<file path="config.mk">
export PLATFORM = sky130hd
export DESIGN_NAME = cpu_fpu_float_to_int
export DESIGN_NICKNAME = d
export VERILOG_FILES = /design/src/rtl/cpu_fpu_pkg.sv /design/src/rtl/cpu_fpu_float_to_int.sv
export SDC_FILE = /design/constraint.sdc
export NUM_CORES = 1
export LEC_CHECK = 0
export ABC_CLOCK_PERIOD_IN_PS = 3500
export CELL_PAD_IN_SITES_DETAIL_PLACEMENT = 2
export CELL_PAD_IN_SITES_GLOBAL_PLACEMENT = 2
export CORE_AREA = 2 2 114 172
export CTS_CLUSTER_SIZE = 14
export DETAILED_ROUTE_END_ITERATION = 6
export DIE_AREA = 0 0 116 174
export PLACE_DENSITY = 0.79
export SYNTH_ARGS = -nofsm -noshare
export SYNTH_HDL_FRONTEND = slang
export SYNTH_SLANG_ARGS = --single-unit
</file>
<file path="constraint.sdc">
create_clock -name i_clock -period 3.5 [get_ports i_clock]
set_input_delay 0.525 -clock i_clock [delete_from_list [all_inputs] [get_ports i_clock]]
set_output_delay 0.525 -clock i_clock [all_outputs]
set_load 0.01 [all_outputs]
</file>
<file path="src/rtl/cpu_fpu_pkg.sv">
// Shared FPU constants and types: field widths, bias, integer limits, flag positions
// and the conversion-stage state encoding.
package cpu_fpu_pkg;

   typedef enum logic [2:0] {
      StIdle,
      StClassify,
      StShift,
      StPack,
      StDone
   } fpu_state_e;

   localparam int unsigned FP_EXP_W  = 8;
   localparam int unsigned FP_FRAC_W = 23;
   localparam int          FP_BIAS   = 127;

   localparam logic [31:0] INT_MAX  = 32'h7FFF_FFFF;
   localparam logic [31:0] INT_MIN  = 32'h8000_0000;
   localparam logic [31:0] UINT_MAX = 32'hFFFF_FFFF;

   // Bit positions inside the {NV,NX} flag vector.
   localparam int unsigned FLAG_NV = 1;
   localparam int unsigned FLAG_NX = 0;

endpackage

</file>
<file path="src/rtl/cpu_fpu_float_to_int.sv">
// FCVT.W.S / FCVT.WU.S: single-precision float to 32-bit integer, round toward zero,
// one right shift per cycle. Define CPU_FPU_FLAGS_EN to add the {NV,NX} o_flags port.
module cpu_fpu_float_to_int
   import cpu_fpu_pkg::*;
(
   input  logic        i_clock,
   input  logic        i_reset,
   input  logic        i_request,
   input  logic [31:0] i_op1,
   input  logic        i_signed,
   output logic        o_ready,
   output logic [31:0] o_result
`ifdef CPU_FPU_FLAGS_EN
   ,
   output logic [1:0]  o_flags
`endif
);

   fpu_state_e        state_q;
   logic [31:0]       op_q;
   logic              signed_q;
   logic [31:0]       m_q;
   logic [4:0]        n_q;
   logic [31:0]       res_q;
   logic              special_q;
`ifdef CPU_FPU_FLAGS_EN
   logic              sticky_q;
   logic              nv_q;
   logic              nx_q;
`endif

   logic                 sign;
   logic [FP_EXP_W-1:0]  exp_b;
   logic [FP_FRAC_W-1:0] frac;
   logic signed [8:0]    exp_u;
   logic [31:0]          sat;
   logic [31:0]          cls_res;
   logic [4:0]           cls_n;
   logic                 cls_special;
   logic                 cls_nv;
   logic                 cls_nx;

   always_comb begin
      sign  = op_q[31];
      exp_b = op_q[FP_FRAC_W +: FP_EXP_W];
      frac  = op_q[FP_FRAC_W-1:0];
      exp_u = $signed({1'b0, exp_b}) - $signed(9'(FP_BIAS));
      sat   = sign ? (signed_q ? INT_MIN : 32'h0) : (signed_q ? INT_MAX : UINT_MAX);

      cls_res     = 32'h0;
      cls_n       = 5'd0;
      cls_special = 1'b1;
      cls_nv      = 1'b0;
      cls_nx      = 1'b0;
      if (exp_b == '1 && frac != '0) begin
         cls_res = signed_q ? INT_MAX : UINT_MAX;
         cls_nv  = 1'b1;
      end else if (exp_b == '0) begin
         // Denormals are flushed to zero but still report inexact.
         cls_nx = (frac != '0);
      end else if (exp_u < 9'sd0) begin
         cls_nx = 1'b1;
      end else if (!signed_q && sign) begin
         cls_nv = 1'b1;
      end else if (exp_u > 9'sd31 ||
                   (signed_q && exp_u == 9'sd31 && !(sign && frac == '0))) begin
         cls_res = sat;
         cls_nv  = 1'b1;
      end else begin
         cls_special = 1'b0;
         cls_n       = 5'd31 - exp_u[4:0];
      end
   end

`ifndef CPU_FPU_FLAGS_EN
   logic unused_flags;
   assign unused_flags = cls_nv ^ cls_nx;
`endif

   always_ff @(posedge i_clock) begin
      if (i_reset) begin
         state_q   <= StIdle;
         o_ready   <= 1'b0;
         o_result  <= 32'h0;
         op_q      <= 32'h0;
         signed_q  <= 1'b0;
         m_q       <= 32'h0;
         n_q       <= 5'd0;
         res_q     <= 32'h0;
         special_q <= 1'b0;
`ifdef CPU_FPU_FLAGS_EN
         sticky_q  <= 1'b0;
         nv_q      <= 1'b0;
         nx_q      <= 1'b0;
         o_flags   <= 2'b00;
`endif
      end else begin
         case (state_q)
            StIdle: begin
               o_ready <= 1'b0;
               if (i_request) begin
                  op_q     <= i_op1;
                  signed_q <= i_signed;
`ifdef CPU_FPU_FLAGS_EN
                  sticky_q <= 1'b0;
                  nv_q     <= 1'b0;
                  nx_q     <= 1'b0;
`endif
                  state_q  <= StClassify;
               end
            end
            StClassify: begin
               m_q       <= {1'b1, frac, 8'h00};
               n_q       <= cls_n;
               res_q     <= cls_res;
               special_q <= cls_special;
`ifdef CPU_FPU_FLAGS_EN
               nv_q      <= cls_nv;
               nx_q      <= cls_nx;
`endif
               state_q   <= (cls_n == 5'd0) ? StPack : StShift;
            end
            StShift: begin
               m_q <= m_q >> 1;
               n_q <= n_q - 5'd1;
`ifdef CPU_FPU_FLAGS_EN
               sticky_q <= sticky_q | m_q[0];
`endif
               if (n_q == 5'd1) begin
                  state_q <= StPack;
               end
            end
            StPack: begin
               if (!special_q) begin
                  res_q <= (signed_q && sign) ? (~m_q + 32'd1) : m_q;
`ifdef CPU_FPU_FLAGS_EN
                  nx_q  <= nx_q | sticky_q;
`endif
               end
               state_q <= StDone;
            end
            StDone: begin
               o_ready  <= 1'b1;
               o_result <= res_q;
`ifdef CPU_FPU_FLAGS_EN
               o_flags  <= {nv_q, nx_q};
`endif
               if (!i_request) begin
                  o_ready <= 1'b0;
                  state_q <= StIdle;
               end
            end
            default: begin
               o_ready <= 1'b0;
               state_q <= StIdle;
            end
         endcase
      end
   end

endmodule

</file>
==> results of run 1 <==
[Yosys cell counts (2+ instances only)]
master / instances / area share
a211o_1: 2 / 0.0026
a211oi_1: 10 / 0.011
a21oi_1: 87 / 0.066
a22oi_1: 8 / 0.0091
a311oi_1: 31 / 0.041
a311oi_2: 7 / 0.016
a31oi_1: 2 / 0.0019
and2_1: 4 / 0.0038
buf_1: 4 / 0.0023
buf_2: 11 / 0.0083
buf_6: 3 / 0.0051
clkbuf_1: 47 / 0.027
dfxtp_1: 139 / 0.42
ha_1: 8 / 0.015
inv_1: 9 / 0.0051
mux2i_1: 2 / 0.0030
nand2_1: 184 / 0.10
nand2b_1: 14 / 0.013
nand3_1: 3 / 0.0023
nand4_1: 3 / 0.0028
nor2_1: 77 / 0.044
nor2b_1: 3 / 0.0028
nor3_1: 9 / 0.0068
nor3b_1: 9 / 0.010
nor4_1: 7 / 0.0066
nor4_4: 2 / 0.0064
o21ai_0: 37 / 0.028
o22ai_1: 2 / 0.0019
o31ai_1: 16 / 0.018
o32ai_1: 3 / 0.0040
o41ai_1: 3 / 0.0040
o41ai_2: 6 / 0.015
or2_1: 2 / 0.0019
or2_2: 3 / 0.0028
or3_1: 3 / 0.0028
or3b_2: 2 / 0.0026
or4_1: 2 / 0.0023
xnor2_1: 23 / 0.030
xor2_1: 12 / 0.016
[tightest hold or removal path: stages (launching register included)]
cell and delay (ps):
dfxtp_1 310, nand2_1 50, a21oi_1 50
[cells by family after synthesis]
| family | synth area share |
|---|---|
| XOR/XNOR | 0.0463 |
| adder cells (fa/ha/maj) | 0.0151 |
| flip-flops | 0.421 |
| AO/OA/AOI/OAI | 0.230 |
| multiplexers | 0.00303 |
| buffers and inverters | 0.0475 |
| AND/OR/NAND/NOR | 0.237 |
[worst paths after layout]
check,endpoint,cells past startpoint
worst min-delay path,o_result[14],2
worst min register to register,o_result[14],2
worst max register to register,m_q[6],4
worst max-delay path,m_q[6],4
[registers in the layout (all words and copies together), names as in the netlist]
name and count:
m_q 32, o_result 32, op_q 32, res_q 32
n_q 5, state_q 3, o_ready 1, signed_q 1
special_q 1
[area by class of cell]
cell class	instances	share of cell area
Multi-Input combinational cell	607	0.436
Sequential cell	139	0.345
Timing Repair Buffer	82	0.0970
Clock buffer	18	0.0544
Tap cell	256	0.0397
Clock inverter	14	0.0240
Inverter	9	0.00418
[per-layer routing]
| metal | part of all wire | vias to the layer above | routed length (µm) |
|---|---|---|---|
| li1 | - | 2942 | - |
| met1 | 0.41 | 3011 | 8370 |
| met2 | 0.55 | 111 | 11100 |
| met3 | 0.025 | 26 | 502 |
| met4 | 0.018 | 0 | 369 |
| met5 | 0 | - | 0 |
[stage by stage]
| stage | instances | total power [mW] | instance area, µm² | hold slack (ps) |
|---|---|---|---|---|
| 2_1_floorplan | 820 | 2.32 | 6610 | 427 |
| 3_3_place_gp | 1093 | 2.50 | 7440 | 443 |
| 3_5_place_dp | 1093 | 2.56 | 7440 | 451 |
| 4_1_cts | 1125 | 4.52 | 8070 | 458 |
| 5_1_grt | 1125 | 4.69 | 8070 | 484 |
| 6_report | 1125 | 4.47 | 8070 | 453 |
[placed cells by master, fill, tap and decap left out, types with 14 or more instances in the layout]
master	Yosys	layout
a21oi_1	87	87
clkbuf_16	0	17
o31ai_1	16	16
dfxtp_1	139	139
xnor2_1	23	23
nand2b_1	14	14
clkdlybuf4s50_1	0	67
nor2_1	77	76
o21ai_0	37	37
buf_4	0	15
a311oi_1	31	31
nand2_1	184	184
[power by group]
| part | switching [mW] | internal, mW | total, mW |
|---|---|---|---|
| sequential | 0.141 | 1.70 | 1.84 |
| clock | 0.725 | 1.22 | 1.94 |
| combinational | 0.438 | 0.252 | 0.690 |
==> run_results.csv, run 1 <==
group,metric,value,unit
finish,fillCellCount,2150,
worst_setup_path,cp_slowest_cell,"dfxtp_1",
sta,fin_ws,698,ps
sta,finalMaxSlewViolations,0,
worst_setup_path,required,3780,ps
worst_setup_path,crit_path_max_incr_delay,1120,ps
clock_tree,root_buffer,"clkbuf_16",
hold_path,min_path_type,"flip-flop to flip-flop",
synthesis,ys.flop_type,"dfxtp_1",
finish,seq_area,2780,µm²
worst_setup_path,path_cells,"nor3b_1, nor2_1, a22oi_1, nor2_1",
clock_tree,cts_tree,"done",
global_routing,antenna_found_initial,0,
sta,min_period_over_period,0.801,
worst_setup_path,crit_family,"simple AND/OR/NAND/NOR gates",
clock_tree,htreeDepth,4,
clock_tree,clk_pin_slew_worst_paths,60,ps
worst_setup_path,cp_data_arrival_time,3080,ps
sta,tns,0,ps
routing,drc_errors,0,
routing,post_drt_wl_per_cell,18.1,µm
synthesis,synth_nets,864,
synthesis,syn_inst,820,
finish,final_nets,900,
global_routing,overflow,0,
sta,setup_viol,0,
clock_tree,ctsHoldBuffers,0,
finish,drive_gt1_frac,0.0898,
worst_setup_path,cp_max_fo,37,
routing,routed_wirelength,20.4,mm
clock_tree,cts_sinks,139,
global_routing,grt_util_met2,0.393,
synthesis,synth.ff_latch_count,139,
clock_tree,cts_setup_buffers,0,
die,io_pins,69,
die,initial_core_util,0.352,
clock_tree,cts_resized,0,
place,numPortBuffers,68,
worst_setup_path,cp_num_buf_inv,0,
global_routing,track_usage,0.210,
sta,hold_viol_final,0,
sta,rsz0062_at_grt,"no",
global_routing,grt_pass1_vias,6506,
run_status,outcome,"finished clean",
sta,maxSlewHeadroom,0.176,
synthesis,yosys.cell_types.count,60,
finish,antennaDiodeCount,0,
worst_setup_path,cp-start-kind,"flip-flop",
synthesis,synth_edf_count,0,
synthesis,yosysWarnings,0,
die,fp.dieH,174,µm
sta,worstMarginPinSlew,1240,ps
global_routing,met1_usage,0.236,
pwr,peakVddDrop,242,µV
clock_tree,cts_buffers,17,
worst_setup_path,crit_type,"flip-flop to flip-flop",
routing,viasPerCell,5.41,
die,die_w,116,µm
hold_path,min_from,"o_result[14]",
routing,detail-route-antenna-nets,0,
job,cap_violations,0,
routing,dr.pass1.iters,4,
finish,multi_input_area,3520,µm²
finish,area_growth_syn_to_layout,22.1,%
clock_tree,clk-insertion-delay-late,430,ps
worst_setup_path,crit_start,"state_q[1]",
finish,utilization,0.430,
die,die_area,20200,µm²
global_routing,grt_pass1_wl,33.9,mm
die,rows,62,
synthesis,synth_seq_area_share,0.421,
routing,via_count,6090,
place,hpwl,14.1,mm
global_routing,grt_busiest_layer,"met2",
pwr,power_density,553,nW/µm²
place,post-place-ws,759,ps
clock_tree,clockBufferDepth,2,
sta,clock_skew,8.71,ps
worst_setup_path,worstSetupEndpointType,"flip-flop",
synthesis,synth_area,6610,µm²
worst_setup_path,r2r_slack,700,ps
pwr,cellLeakagePower,2.75,nW
synthesis,avgSynthCellArea,8.07,µm²
routing,drt_iter0_markers,279,
worst_setup_path,cp_common_cell,"nor2_1",
place,gp_congestion,0.782,
global_routing,grt_start_max_net_pins,66,
global_routing,met3_usage,0.0338,
worst_setup_path,r2r_start,"state_q[1]",
sta,period_needed,2800,ps
synthesis,synth-async-reset-ratio,0,
sta,fmax,357,MHz
die,core-area,18800,µm²
Note: power is estimated with default switching activity, not from simulation.
==> run 2: changes to the inputs <==
==> config.mk (replaced) <==
export PLATFORM = sky130hd
export DESIGN_NAME = cpu_fpu_float_to_int
export DESIGN_NICKNAME = d
export VERILOG_FILES = /design/src/rtl/cpu_fpu_pkg.sv /design/src/rtl/cpu_fpu_float_to_int.sv
export SDC_FILE = /design/constraint.sdc
export NUM_CORES = 1
export LEC_CHECK = 0
export ABC_CLOCK_PERIOD_IN_PS = 2800
export CELL_PAD_IN_SITES_DETAIL_PLACEMENT = 2
export CELL_PAD_IN_SITES_GLOBAL_PLACEMENT = 2
export CORE_AREA = 2 2 117 176
export CTS_CLUSTER_SIZE = 14
export DETAILED_ROUTE_END_ITERATION = 6
export DIE_AREA = 0 0 119 178
export PLACE_DENSITY = 0.75
export SYNTH_ARGS = -nofsm -noshare
export SYNTH_HDL_FRONTEND = slang
export SYNTH_SLANG_ARGS = --single-unit
==> constraint.sdc (replaced) <==
create_clock -name i_clock -period 2.8 [get_ports i_clock]
set_input_delay 0.42 -clock i_clock [delete_from_list [all_inputs] [get_ports i_clock]]
set_output_delay 0.42 -clock i_clock [all_outputs]
set_load 0.01 [all_outputs]
==> run 2 against run 1 <==
  * Worst hold slack better by 0.59 ps
  * Combinational power is 29% higher
  * Final cell count up 0.62%
  * Clock-buffer cell count increased by 2
  * Sequential share of layout area decreased by 0.26 points
  * Routed wire length decreased by 3.0%
  * Core utilization fell by 1.6 points
  * Maximum frequency is 15% higher
  * Critical path depth increased by 4
  * Power increased by 25%
==> run_results.csv, run 2 (synthesis results as in run 1) <==
group,metric,value,unit
hold_path,min_path_type,"flip-flop to flip-flop",
clock_tree,root_buffer,"clkbuf_16",
sta,maxSlewHeadroom,0.221,
clock_tree,clk-insertion-delay-late,430,ps
sta,clock_skew,9.89,ps
routing,routed_wirelength,19.8,mm
clock_tree,clk_pin_slew_worst_paths,60,ps
worst_setup_path,cp_data_arrival_time,2770,ps
routing,drt_iter0_markers,252,
run_status,outcome,"finished clean",
finish,fillCellCount,2206,
worst_setup_path,crit_type,"flip-flop to flip-flop",
die,die_area,21200,µm²
pwr,cellLeakagePower,2.77,nW
routing,detail-route-antenna-nets,0,
pwr,power_density,687,nW/µm²
finish,fin_cells,1132,
die,initial_core_util,0.337,
routing,viasPerCell,5.32,
global_routing,grt_pass1_wl,33.2,mm
worst_setup_path,worstSetupEndpointType,"flip-flop",
sta,tns,0,ps
clock_tree,htreeDepth,4,
sta,period_needed,2440,ps
pwr,comb_power_share,0.159,
global_routing,grt_start_max_net_pins,56,
clock_tree,clockBufferDepth,2,
finish,area_growth_syn_to_layout,23.0,%
place,place_area,7500,µm²
global_routing,grt_pass1_vias,6505,
sta,worstMarginPinSlew,1170,ps
finish,antennaDiodeCount,0,
clock_tree,cts_sinks,139,
place,numPortBuffers,68,
place,gp_congestion,0.788,
worst_setup_path,required,3130,ps
die,rows,63,
pwr,seqPwrFrac,0.409,
worst_setup_path,cp_num_buf_inv,1,
sta,min_period_over_period,0.871,
worst_setup_path,cp-start-kind,"flip-flop",
sta,hold_viol_final,0,
finish,final_common_cell,"nand2_1",
finish,design_area,8130,µm²
routing,via_count,6022,
clock_tree,ctsHoldBuffers,0,
die,die_w,119,µm
clock_tree,cts_resized,0,
global_routing,overflow,0,
clock_tree,cts_tree,"done",
clock_tree,cts_setup_buffers,0,
global_routing,antenna_found_initial,0,
worst_setup_path,cp_max_fo,5,
pwr,swShare,0.283,
die,fp.dieH,178,µm
sta,whs,454,ps
sta,rsz0062_at_grt,"no",
routing,drc_errors,0,
sta,fmax,410,MHz
pwr,p_int,4.00,mW
finish,multi_input_area,3520,µm²
worst_setup_path,cp_slowest_cell,"nor4b_2",
die,core-area,19600,µm²
place,dp.cells,1101,
pwr,p_switching,1.58,mW
job,cap_violations,0,
global_routing,track_usage,0.194,
clock_tree,cts_buffers,17,
sta,setup_viol,0,
routing,dr.pass1.iters,5,
finish,utilization,0.414,
sta,finalMaxSlewViolations,0,
pwr,peakVddDrop,314,µV
place,hpwl,14.2,mm
worst_setup_path,crit_path_max_incr_delay,450,ps
worst_setup_path,crit_family,"simple AND/OR/NAND/NOR gates",
die,io_pins,69,
worst_setup_path,path_cells,"inv_1, ha_1, nor4b_2, nand4_1, o41ai_1, xnor2_1, nand2_1, a311oi_1",
routing,post_drt_wl_per_cell,17.5,µm
finish,final_cell_mix,"184 x nand2_1, 139 x dfxtp_1, 87 x a21oi_1, 76 x nor2_1, 67 x clkdlybuf4s50_1",
pwr,power_frac_clock,0.432,
finish,drive_gt1_frac,0.0929,
finish,seq_area,2780,µm²
finish,final_nets,904,
run 2: cell count changes in the layout (fill, tap and decap cells not counted), sizes merged:
cell / before / now
buf: 15 / 19
clkinv: 7 / 5
clkinvlp: 1 / 2
inv: 11 / 9
clkbuf: 18 / 20
run 2: path summary, 6_finish.rpt:
check	from	endpoint	slack, ps	cells past startpoint
setup / recovery	m_q[0]	res_q[24]	360	8
hold / removal	o_result[20]	o_result[20]	450	2
setup reg to reg	m_q[0]	res_q[24]	360	8
hold reg to reg	o_result[20]	o_result[20]	450	2
run 2: tightest hold or removal path, stage by stage (launching register included):
cell and delay, ps:
dfxtp_1 300, nand2_1 50, a21oi_1 50
run 2: power by group through the flow:
stage / combinational [mW] / clock [mW] / sequential, mW
after floorplan: 0.641 / 0 / 2.26
after global placement: 0.847 / 0 / 2.31
after detailed placement: 0.895 / 0 / 2.33
after CTS: 0.905 / 2.47 / 2.28
after global routing: 0.994 / 2.56 / 2.31
final: 0.887 / 2.42 / 2.28
run 2: layout make-up:
| type | count | share of cell area |
|---|---|---|
| clock buffer | 20 | 0.0574 |
| clock inverter | 11 | 0.0206 |
| inverter | 9 | 0.00415 |
| multi-input combinational | 607 | 0.433 |
| timing repair buffer | 86 | 0.103 |
| sequential | 139 | 0.342 |
| tap | 260 | 0.0400 |
run 2: per-layer routing:
| metal | share of wire | track usage | vias to the layer above | wire length [µm] |
|---|---|---|---|---|
| li1 | - | - | 2946 | - |
| met1 | 0.42 | 0.214 | 2951 | 8290 |
| met2 | 0.53 | 0.368 | 100 | 10600 |
| met3 | 0.029 | 0.0412 | 25 | 583 |
| met4 | 0.017 | 0.0645 | 0 | 328 |
| met5 | 0 | 0 | - | 0 |
run 2: stage by stage:
stage / power, mW / worst slack (ps)
after floorplan: 2.91 / 848
after global placement: 3.16 / 465
after detailed placement: 3.22 / 387
after CTS: 5.66 / 327
after global routing: 5.86 / 93.2
final: 5.59 / 361
==> run 3: changes to the inputs <==
--- a/config.mk
+++ b/config.mk
@@ -8,10 +8,11 @@
 export ABC_CLOCK_PERIOD_IN_PS = 2800
 export CELL_PAD_IN_SITES_DETAIL_PLACEMENT = 2
 export CELL_PAD_IN_SITES_GLOBAL_PLACEMENT = 2
-export CORE_AREA = 2 2 117 176
+export CORE_AREA = 5 5 120 179
 export CTS_CLUSTER_SIZE = 14
 export DETAILED_ROUTE_END_ITERATION = 6
-export DIE_AREA = 0 0 119 178
+export DIE_AREA = 0 0 125 184
+export HOLD_SLACK_MARGIN = 0.1
 export PLACE_DENSITY = 0.75
 export SYNTH_ARGS = -nofsm -noshare
 export SYNTH_HDL_FRONTEND = slang
==> run 3 against run 2 <==
  * Clock skew fell by 1.8 ps
  * Combinational power up 0.8%
  * Clock-buffer cell count shrank 1
  * Via count shrank 0.91%
  * Sequential power barely moved
  * Die area increased by 8.6%
  * Non-clock buffer count unchanged
==> run_results.csv, run 3 (synthesis results as in run 1) <==
group,metric,value,unit
run_status,outcome,"finished clean",
sta,setup_viol,0,
global_routing,antenna_found_initial,0,
die,io_pins,69,
place,dp.cells,1101,
clock_tree,clk-insertion-delay-late,430,ps
finish,drive_gt1_frac,0.0928,
die,rows,63,
worst_setup_path,required,3110,ps
finish,antennaDiodeCount,0,
finish,area_growth_syn_to_layout,22.8,%
routing,drc_errors,0,
die,die_area,23000,µm²
clock_tree,cts_tree,"done",
sta,period_needed,2530,ps
pwr,power_frac_clock,0.423,
place,hpwl,14.5,mm
pwr,p_switching,1.63,mW
worst_setup_path,r2r_slack,270,ps
clock_tree,cts_setup_buffers,0,
pwr,seqPwrFrac,0.414,
pwr,power_density,678,nW/µm²
worst_setup_path,path_cells,"ha_1, and2_1, a21oi_1, or3_1, a21oi_1, nand2_2, buf_12, a311oi_1",
routing,viasPerCell,5.27,
worst_setup_path,crit_path_max_incr_delay,440,ps
routing,detail-route-antenna-nets,0,
die,die_w,125,µm
routing,dr.pass1.iters,4,
finish,design_area,8120,µm²
pwr,peakVddDrop,319,µV
hold_path,min_path_type,"input pin to flip-flop",
sta,worstMarginPinSlew,1150,ps
finish,final_nets,904,
place,numPortBuffers,68,
finish,seq_area,2780,µm²
global_routing,grt_pass1_vias,6619,
worst_setup_path,cp_num_buf_inv,1,
sta,finalMaxSlewViolations,0,
clock_tree,ctsHoldBuffers,0,
finish,fin_cells,1133,
worst_setup_path,cp-start-kind,"flip-flop",
global_routing,grt_pass1_wl,34.3,mm
routing,routed_wirelength,20.1,mm
clock_tree,root_buffer,"clkbuf_16",
finish,final_cell_mix,"184 x nand2_1, 139 x dfxtp_1, 87 x a21oi_1, 76 x nor2_1, 67 x clkdlybuf4s50_1",
pwr,p_int,3.88,mW
worst_setup_path,cp_max_fo,30,
clock_tree,clockBufferDepth,2,
clock_tree,cts_resized,0,
finish,final_common_cell,"nand2_1",
worst_setup_path,cp_data_arrival_time,2830,ps
sta,hold_viol_final,0,
sta,tns,0,ps
die,initial_core_util,0.337,
clock_tree,cts_sinks,139,
worst_setup_path,cp_slowest_cell,"dfxtp_1",
global_routing,overflow,0,
place,place_area,7510,µm²
pwr,comb_power_share,0.162,
sta,min_period_over_period,0.903,
sta,fmax,396,MHz
worst_setup_path,worstSetupEndpointType,"flip-flop",
routing,post_drt_wl_per_cell,17.7,µm
global_routing,track_usage,0.181,
job,cap_violations,0,
worst_setup_path,cp_common_cell,"a21oi_1",
sta,maxSlewHeadroom,0.231,
clock_tree,cts_buffers,17,
die,core-area,19600,µm²
pwr,p_total,5.51,mW
place,post-place-ws,357,ps
finish,multi_input_area,3520,µm²
worst_setup_path,crit_type,"flip-flop to flip-flop",
global_routing,grt_start_max_net_pins,49,
clock_tree,htreeDepth,4,
pwr,swShare,0.295,
pwr,cellLeakagePower,2.75,nW
clock_tree,clk_pin_slew_worst_paths,60,ps
sta,rsz0062_at_grt,"no",
die,fp.dieH,184,µm
finish,fillCellCount,2204,
routing,drt_iter0_markers,250,
sta,clock_skew,8.09,ps
sta,fin_ws,272,ps
routing,via_count,5967,
worst_setup_path,crit_family,"compound AO/OA/AOI/OAI gates",
place,gp_congestion,0.806,
run 3: cell types whose count changed in the layout (fill, tap and decap cells not counted):
cell and change:
clkinv_2 -2, buf_4 -1, clkbuf_8 -2, bufinv_16 -1
inv_6 +1, clkinv_4 +2, clkbuf_1 +1, buf_12 +1
clkinvlp_4 +2
run 3: worst paths after layout:
kind,cells past startpoint,endpoint,startpoint
worst max-delay path,8,res_q[18],op_q[24]
worst min-delay path,2,state_q[1],i_reset
worst max register to register,8,res_q[18],op_q[24]
worst min register to register,2,o_result[4],o_result[4]
run 3: layout make-up:
type | instances | area share
multi-input cells | 607 | 0.433
flip-flops and latches | 139 | 0.343
clock inverters | 13 | 0.0208
clock buffers | 19 | 0.0545
repair buffers | 86 | 0.105
inverters | 9 | 0.00416
well taps | 260 | 0.0400
run 3: routing by layer:
metal | global-route usage | up-vias | share of wire | wire length [µm]
met5 | 0 | - | 0 | 0
met2 | 0.347 | 77 | 0.54 | 10900
met3 | 0.0256 | 25 | 0.021 | 413
met4 | 0.0651 | 0 | 0.017 | 346
li1 | - | 2958 | - | -
met1 | 0.201 | 2907 | 0.42 | 8460
run 3: power groups by stage:
stage / Clock (mW) / Sequential [mW] / Combinational [mW]
floorplan: 0 / 2.26 / 0.641
global placement: 0 / 2.31 / 0.848
detailed placement: 0 / 2.32 / 0.897
CTS: 2.39 / 2.28 / 0.910
global route: 2.48 / 2.31 / 0.998
finish: 2.33 / 2.28 / 0.894
run 3: through the flow:
step           utilization  hold slack [ps]
2_1_floorplan            -              427
5_1_grt              0.414              476
6_report             0.414              445
3_5_place_dp         0.383              452
4_1_cts              0.414              452
3_3_place_gp         0.383              444
